<file path="src/rtl/cla_pkg.sv">
// Shared definitions for the pipelined carry-lookahead adder/subtractor family.
package cla_pkg;

  localparam int unsigned CLA_DEF_WIDTH  = 32;
  localparam int unsigned CLA_DEF_STAGES = 4;
  // Widest segment cla_seg_calc can evaluate.
  localparam int unsigned CLA_MAX_SEG    = 64;

  typedef struct packed {
    logic [CLA_DEF_WIDTH-1:0] sum;
    logic                     cout;
    logic                     ovf;
  } cla_result_t;

  // Returns {carry_out, sum}. Callers zero-extend narrower operands, so bit n of the
  // result carries the segment carry-out for an n-bit segment.
  function automatic logic [CLA_MAX_SEG:0] cla_seg_calc(input logic [CLA_MAX_SEG-1:0] a,
                                                        input logic [CLA_MAX_SEG-1:0] b,
                                                        input logic               c);
    logic [CLA_MAX_SEG-1:0] p;
    logic [CLA_MAX_SEG-1:0] g;
    logic [CLA_MAX_SEG:0]   cy;
    p     = a ^ b;
    g     = a & b;
    cy[0] = c;
    for (int i = 0; i < CLA_MAX_SEG; i++) begin
      cy[i+1] = g[i] | (p[i] & cy[i]);
    end
    return {cy[CLA_MAX_SEG], p ^ cy[CLA_MAX_SEG-1:0]};
  endfunction

endpackage

</file>
<file path="src/rtl/cla_segment.sv">
// Combinational generate/propagate lookahead adder for one SEG-bit segment.
module cla_segment
  import cla_pkg::*;
#(
  parameter int unsigned SEG = 8
) (
  input  logic [SEG-1:0] a,
  input  logic [SEG-1:0] b,
  input  logic           c_in,
  output logic [SEG-1:0] s,
  output logic           c_out,
  output logic           c_msb_in
);

  assign {c_out, s} = (SEG+1)'(cla_seg_calc(CLA_MAX_SEG'(a), CLA_MAX_SEG'(b), c_in));

  // sum_msb = p_msb ^ c_msb, so the carry into the MSB falls out of the sum bit.
  assign c_msb_in = s[SEG-1] ^ a[SEG-1] ^ b[SEG-1];

endmodule

</file>
<file path="src/rtl/pipelined_cla_addsub.sv">
// Pipelined CLA adder/subtractor, one WIDTH/STAGES-bit segment per stage, valid/ready flow.
// Define CLA_SATURATE_EN to clamp the signed result on overflow in the final stage.
module pipelined_cla_addsub
  import cla_pkg::*;
#(
  parameter int unsigned WIDTH  = CLA_DEF_WIDTH,
  parameter int unsigned STAGES = CLA_DEF_STAGES
) (
  input  logic             clk,
  input  logic             rst,
  input  logic             in_valid,
  output logic             in_ready,
  input  logic [WIDTH-1:0] x,
  input  logic [WIDTH-1:0] y,
  input  logic             cin,
  input  logic             sub,
  output logic             out_valid,
  input  logic             out_ready,
  output logic [WIDTH-1:0] sum,
  output logic             cout,
  output logic             ovf
);

  localparam int unsigned SEG = WIDTH / STAGES;

  if ((STAGES == 0) || (WIDTH % STAGES != 0)) begin : gen_bad_split
    $error("pipelined_cla_addsub: WIDTH must be a nonzero multiple of STAGES");
  end
  if (SEG > CLA_MAX_SEG) begin : gen_bad_seg
    $error("pipelined_cla_addsub: segment wider than CLA_MAX_SEG");
  end

  logic              adv;
  logic [STAGES-1:0] vld_q;
  logic [STAGES-1:0] cy_q;
  logic              ovf_q;
  // Skew (operands) and deskew (partial sums) registers, one per stage.
  logic [WIDTH-1:0]  opa_q  [STAGES];
  logic [WIDTH-1:0]  opb_q  [STAGES];
  logic [WIDTH-1:0]  psum_q [STAGES];

  logic [WIDTH-1:0]  stg_a   [STAGES];
  logic [WIDTH-1:0]  stg_b   [STAGES];
  logic [WIDTH-1:0]  stg_sum [STAGES];
  logic [WIDTH-1:0]  nxt_sum [STAGES];
  logic [STAGES-1:0] stg_c;
  logic [STAGES-1:0] seg_co;
  logic              seg_cm  [STAGES];
  logic [SEG-1:0]    seg_s   [STAGES];
  logic              ovf_raw;
  logic [WIDTH-1:0]  res_sum;

  assign adv      = !vld_q[STAGES-1] || out_ready;
  assign in_ready = adv;

  always_comb begin
    stg_a[0]   = x;
    stg_b[0]   = sub ? ~y : y;
    stg_c[0]   = sub | cin;
    stg_sum[0] = '0;
    for (int k = 1; k < STAGES; k++) begin
      stg_a[k]   = opa_q[k-1];
      stg_b[k]   = opb_q[k-1];
      stg_c[k]   = cy_q[k-1];
      stg_sum[k] = psum_q[k-1];
    end
  end

  for (genvar k = 0; k < STAGES; k++) begin : gen_seg
    cla_segment #(
      .SEG(SEG)
    ) u_seg (
      .a       (stg_a[k][k*SEG +: SEG]),
      .b       (stg_b[k][k*SEG +: SEG]),
      .c_in    (stg_c[k]),
      .s       (seg_s[k]),
      .c_out   (seg_co[k]),
      .c_msb_in(seg_cm[k])
    );
  end

  always_comb begin
    for (int k = 0; k < STAGES; k++) begin
      nxt_sum[k]                = stg_sum[k];
      nxt_sum[k][k*SEG +: SEG]  = seg_s[k];
    end
    ovf_raw = seg_co[STAGES-1] ^ seg_cm[STAGES-1];
    res_sum = nxt_sum[STAGES-1];
`ifdef CLA_SATURATE_EN
    // On overflow both conditioned sign bits agree, so either selects the clamp direction.
    if (ovf_raw) begin
      res_sum = stg_a[STAGES-1][WIDTH-1] ? {1'b1, {(WIDTH-1){1'b0}}}
                                         : {1'b0, {(WIDTH-1){1'b1}}};
    end
`endif
  end

  always_ff @(posedge clk) begin
    if (rst) begin
      vld_q <= '0;
      cy_q  <= '0;
      ovf_q <= 1'b0;
      for (int k = 0; k < STAGES; k++) begin
        opa_q[k]  <= '0;
        opb_q[k]  <= '0;
        psum_q[k] <= '0;
      end
    end else if (adv) begin
      vld_q[0] <= in_valid;
      for (int k = 1; k < STAGES; k++) begin
        vld_q[k] <= vld_q[k-1];
      end
      for (int k = 0; k < STAGES; k++) begin
        opa_q[k]  <= stg_a[k];
        opb_q[k]  <= stg_b[k];
        psum_q[k] <= nxt_sum[k];
        cy_q[k]   <= seg_co[k];
      end
      psum_q[STAGES-1] <= res_sum;
      ovf_q            <= ovf_raw;
    end
  end

  assign out_valid = vld_q[STAGES-1];
  assign sum       = psum_q[STAGES-1];
  assign cout      = cy_q[STAGES-1];
  assign ovf       = ovf_q;

endmodule

</file>
<file path="config.mk">
export PLATFORM = sky130hd
export DESIGN_NAME = pipelined_cla_addsub
export DESIGN_NICKNAME = d
export VERILOG_FILES = /design/src/rtl/cla_pkg.sv /design/src/rtl/cla_segment.sv /design/src/rtl/pipelined_cla_addsub.sv
export SDC_FILE = /design/constraint.sdc
export NUM_CORES = 1
export LEC_CHECK = 0
export CORE_MARGIN = 10
export CORE_UTILIZATION = 55
export DETAILED_ROUTE_END_ITERATION = 10
export GPL_ROUTABILITY_DRIVEN = 0
export PLACE_DENSITY = 0.81
export SYNTH_ARGS = -nofsm -noshare
export SYNTH_HDL_FRONTEND = slang
export SYNTH_HIERARCHICAL = 1
export SYNTH_SLANG_ARGS = --single-unit
</file>
<file path="constraint.sdc">
create_clock -name clk -period 8.9 [get_ports clk]
set_input_delay 1.78 -clock clk [delete_from_list [all_inputs] [get_ports clk]]
set_output_delay 1.78 -clock clk [all_outputs]
set_load 0.05 [all_outputs]
</file>
==> flow_metrics.py <==
metrics = {
    "worst_setup_path": {
        "crit_path_start_kind": "input port",
        "path_cells": "buf_2 > xor2_1 > inv_1 > fa_1 > inv_1 > fa_1 > fa_1 > fa_1 > fa_1 > fa_1 > fa_1 > inv_1 > fa_1 > inv_1 > and2_1",
        "cp_max_fo": 33,
        "critPathBufInv": 5,
        "critPathSlowestCell": "buf_2",
        "path_class": "input port to register",
        "worstSetupPathDepth": 15,
        "startpoint": "sub",
        "worstPathRequired_ns": 9.19,
        "reg2reg_depth": 14,
        "rr_startpoint": "cy_q[2]$_SDFFE_PP0P_",
        "cp_common_cell": "fa_1",
        "critPathTopFamily": "adder cells",
        "cp.arrival_ns": 5.95,
        "crit_path_end_kind": "register",
        "max_stage_delay_ns": 0.70,
    },
    "clocking": {
        "tritoncts": "done",
        "cts_buffer_depth": 2,
        "post_cts_resized": 0,
        "cts_hold_buf": 0,
        "cts-root-buf": "clkbuf_16",
        "cts_made_buffers": 17,
        "clk_pin_slew_ns": 0.06,
        "htree_levels": 4,
        "cts_setup_buffers": 0,
        "clkSinkCount": 185,
        "insertion_delay_ns": 0.42,
    },
    "global_routing": {
        "grt_pass1_vias": 4163,
        "gr-total-overflow": 0,
        "grt_usage_pct": 13.2,
        "antenna_found_initial": 0,
        "grt_max_degree": 93,
        "grt_pass1_wl_mm": 20.4,
    },
    "detailed_routing": {
        "wl_met2_mm": 6.17,
        "first_pass_iters": 5,
        "wl_per_cell_um": 15.2,
        "totalWireLength_mm": 12.4,
        "via_count": 3861,
        "drt-met1-wl_mm": 5.22,
        "drc": 0,
        "met3WireLength_um": 697,
        "highest_layer": "met4",
        "via_per_inst": 4.72,
        "ant_nets": 0,
        "drt_iter0_markers": 326,
    },
    "logic_synthesis": {
        "syn_inst": 524,
        "syn_area_um2": 7960,
        "synthesis.nets": 626,
        "synth_area_per_cell_um2": 15.2,
        "yosys_warnings": 6,
    },
    "pwr": {
        "power.leakage_nw": 3.95,
        "powerDensity_nw_per_um2": 200,
        "max-vdd-ir-drop_v": 0.000161,
    },
    "layout": {
        "regArea_um2": 5470,
        "multi_input_comb_area_um2": 2160,
        "stdcell_count": 818,
        "drive_above_1_share_pct": 6.12,
        "syn_to_final_growth_pct": 21.0,
        "final_nets": 726,
        "fillerInstances": 956,
    },
    "placement": {
        "io_buffers": 105,
        "dp.cells": 785,
        "hpwl_mm": 8.27,
    },
    "run": {
        "max-cap-violations": 0,
    },
    "hold_path": {
        "holdCritStartpoint": "cy_q[0]$_SDFFE_PP0P_",
        "hp-class": "register to register",
        "min_path_cells": 2,
    },
    "sta": {
        "maxSlewHeadroom_pct": 24.3,
        "slew_viol_final": 0,
        "rsz0062_at_grt": "false",
        "period_minus_slack_ns": 5.66,
        "hold_viol_final": 0,
        "worst_pin_slew_ns": 1.14,
        "finalSetupTns_ns": 0,
        "fin_crit_sh_pct": 63.6,
        "setup_viol": 0,
        "timing.fmax_ghz": 0.177,
        "fin_worst_skew_ns": 0.00976,
    },
    "outcome": {
        "status": "finished clean",
    },
    "floorplanning": {
        "dieArea_um2": 19700,
        "io_pins": 106,
        "core_um2": 14000,
        "rows": 43,
        "initial_core_util_pct": 56.7,
        "die_h_um": 140,
        "dieWidth_um": 140,
    },
}
[flip-flops by register name, summed over array words and instances (netlist names)]
signal	count
cy_q	4
opa_q	48
opb_q	48
ovf	1
psum_q	80
vld_q	4
[cell type report]
cell class,count,area share (%)
multi-input cells,272,22.4
well taps,180,2.34
repair buffers,107,11.0
diodes,1,0.0260
inverters,41,1.60
clock buffers,20,4.96
flip-flops and latches,185,56.8
clock inverters,12,0.858
[final timing paths]
path / slack (ns) / endpoint
max: 3.24 / psum_q[0][7]$_SDFFCE_PN0P_
min: 0.46 / cy_q[0]$_SDFFE_PP0P_
max reg2reg: 4.43 / ovf$_SDFFE_PP0P_
min reg2reg: 0.46 / cy_q[0]$_SDFFE_PP0P_
[cells in the final DEF (no fill, tap or decap), drive strengths merged]
master,instances
clkinvlp,2
nor2,28
buf,3
inv,49
clkdlybuf4s50,104
nor2b,1
and2,152
xnor3,1
xnor2,25
nand2b,2
a211oi,1
or2,1
a21oi,7
diode,1
dfxtp,9
clkbuf,20
clkinv,2
nand2,14
xor2,8
edfxtp,176
fa,32
[per-layer routing]
layer	GRT usage [%]	vias to the layer above
met1	15.5	1831
met3	4.36	20
met2	21.2	93
met5	0	-
li1	-	1917
met4	6.96	0
[power by group]
group	internal (mW)	switching, mW	leakage [nW]
combinational	0.0880	0.0924	1.50
clock	0.391	0.315	0.280
sequential	1.02	0.0177	2.16
total	1.50	0.425	3.95
[tightest hold or removal path: stages, from the launching register on]
cell     delay (ns)
dfxtp_1        0.32
nand2_1        0.05
a21oi_1        0.05
[per-stage QoR]
| stage | hold WS [ns] | power, mW | cell area (um2) | setup slack, ns | util (%) |
|---|---|---|---|---|---|
| 6_report | 0.463 | 1.92 | 9630 | 3.24 | 68.6 |
| 4_1_cts | 0.464 | 1.94 | 9630 | 3.22 | 68.5 |
| 5_1_grt | 0.493 | 2.00 | 9630 | 3.00 | 68.5 |
| 2_1_floorplan | 0.432 | 1.17 | 7960 | 2.04 | - |
| 3_5_place_dp | 0.454 | 1.24 | 9060 | 2.77 | 64.6 |
| 3_3_place_gp | 0.439 | 1.23 | 9060 | 2.92 | 64.6 |
No activity file was read; power rests on OpenSTA's default activity.
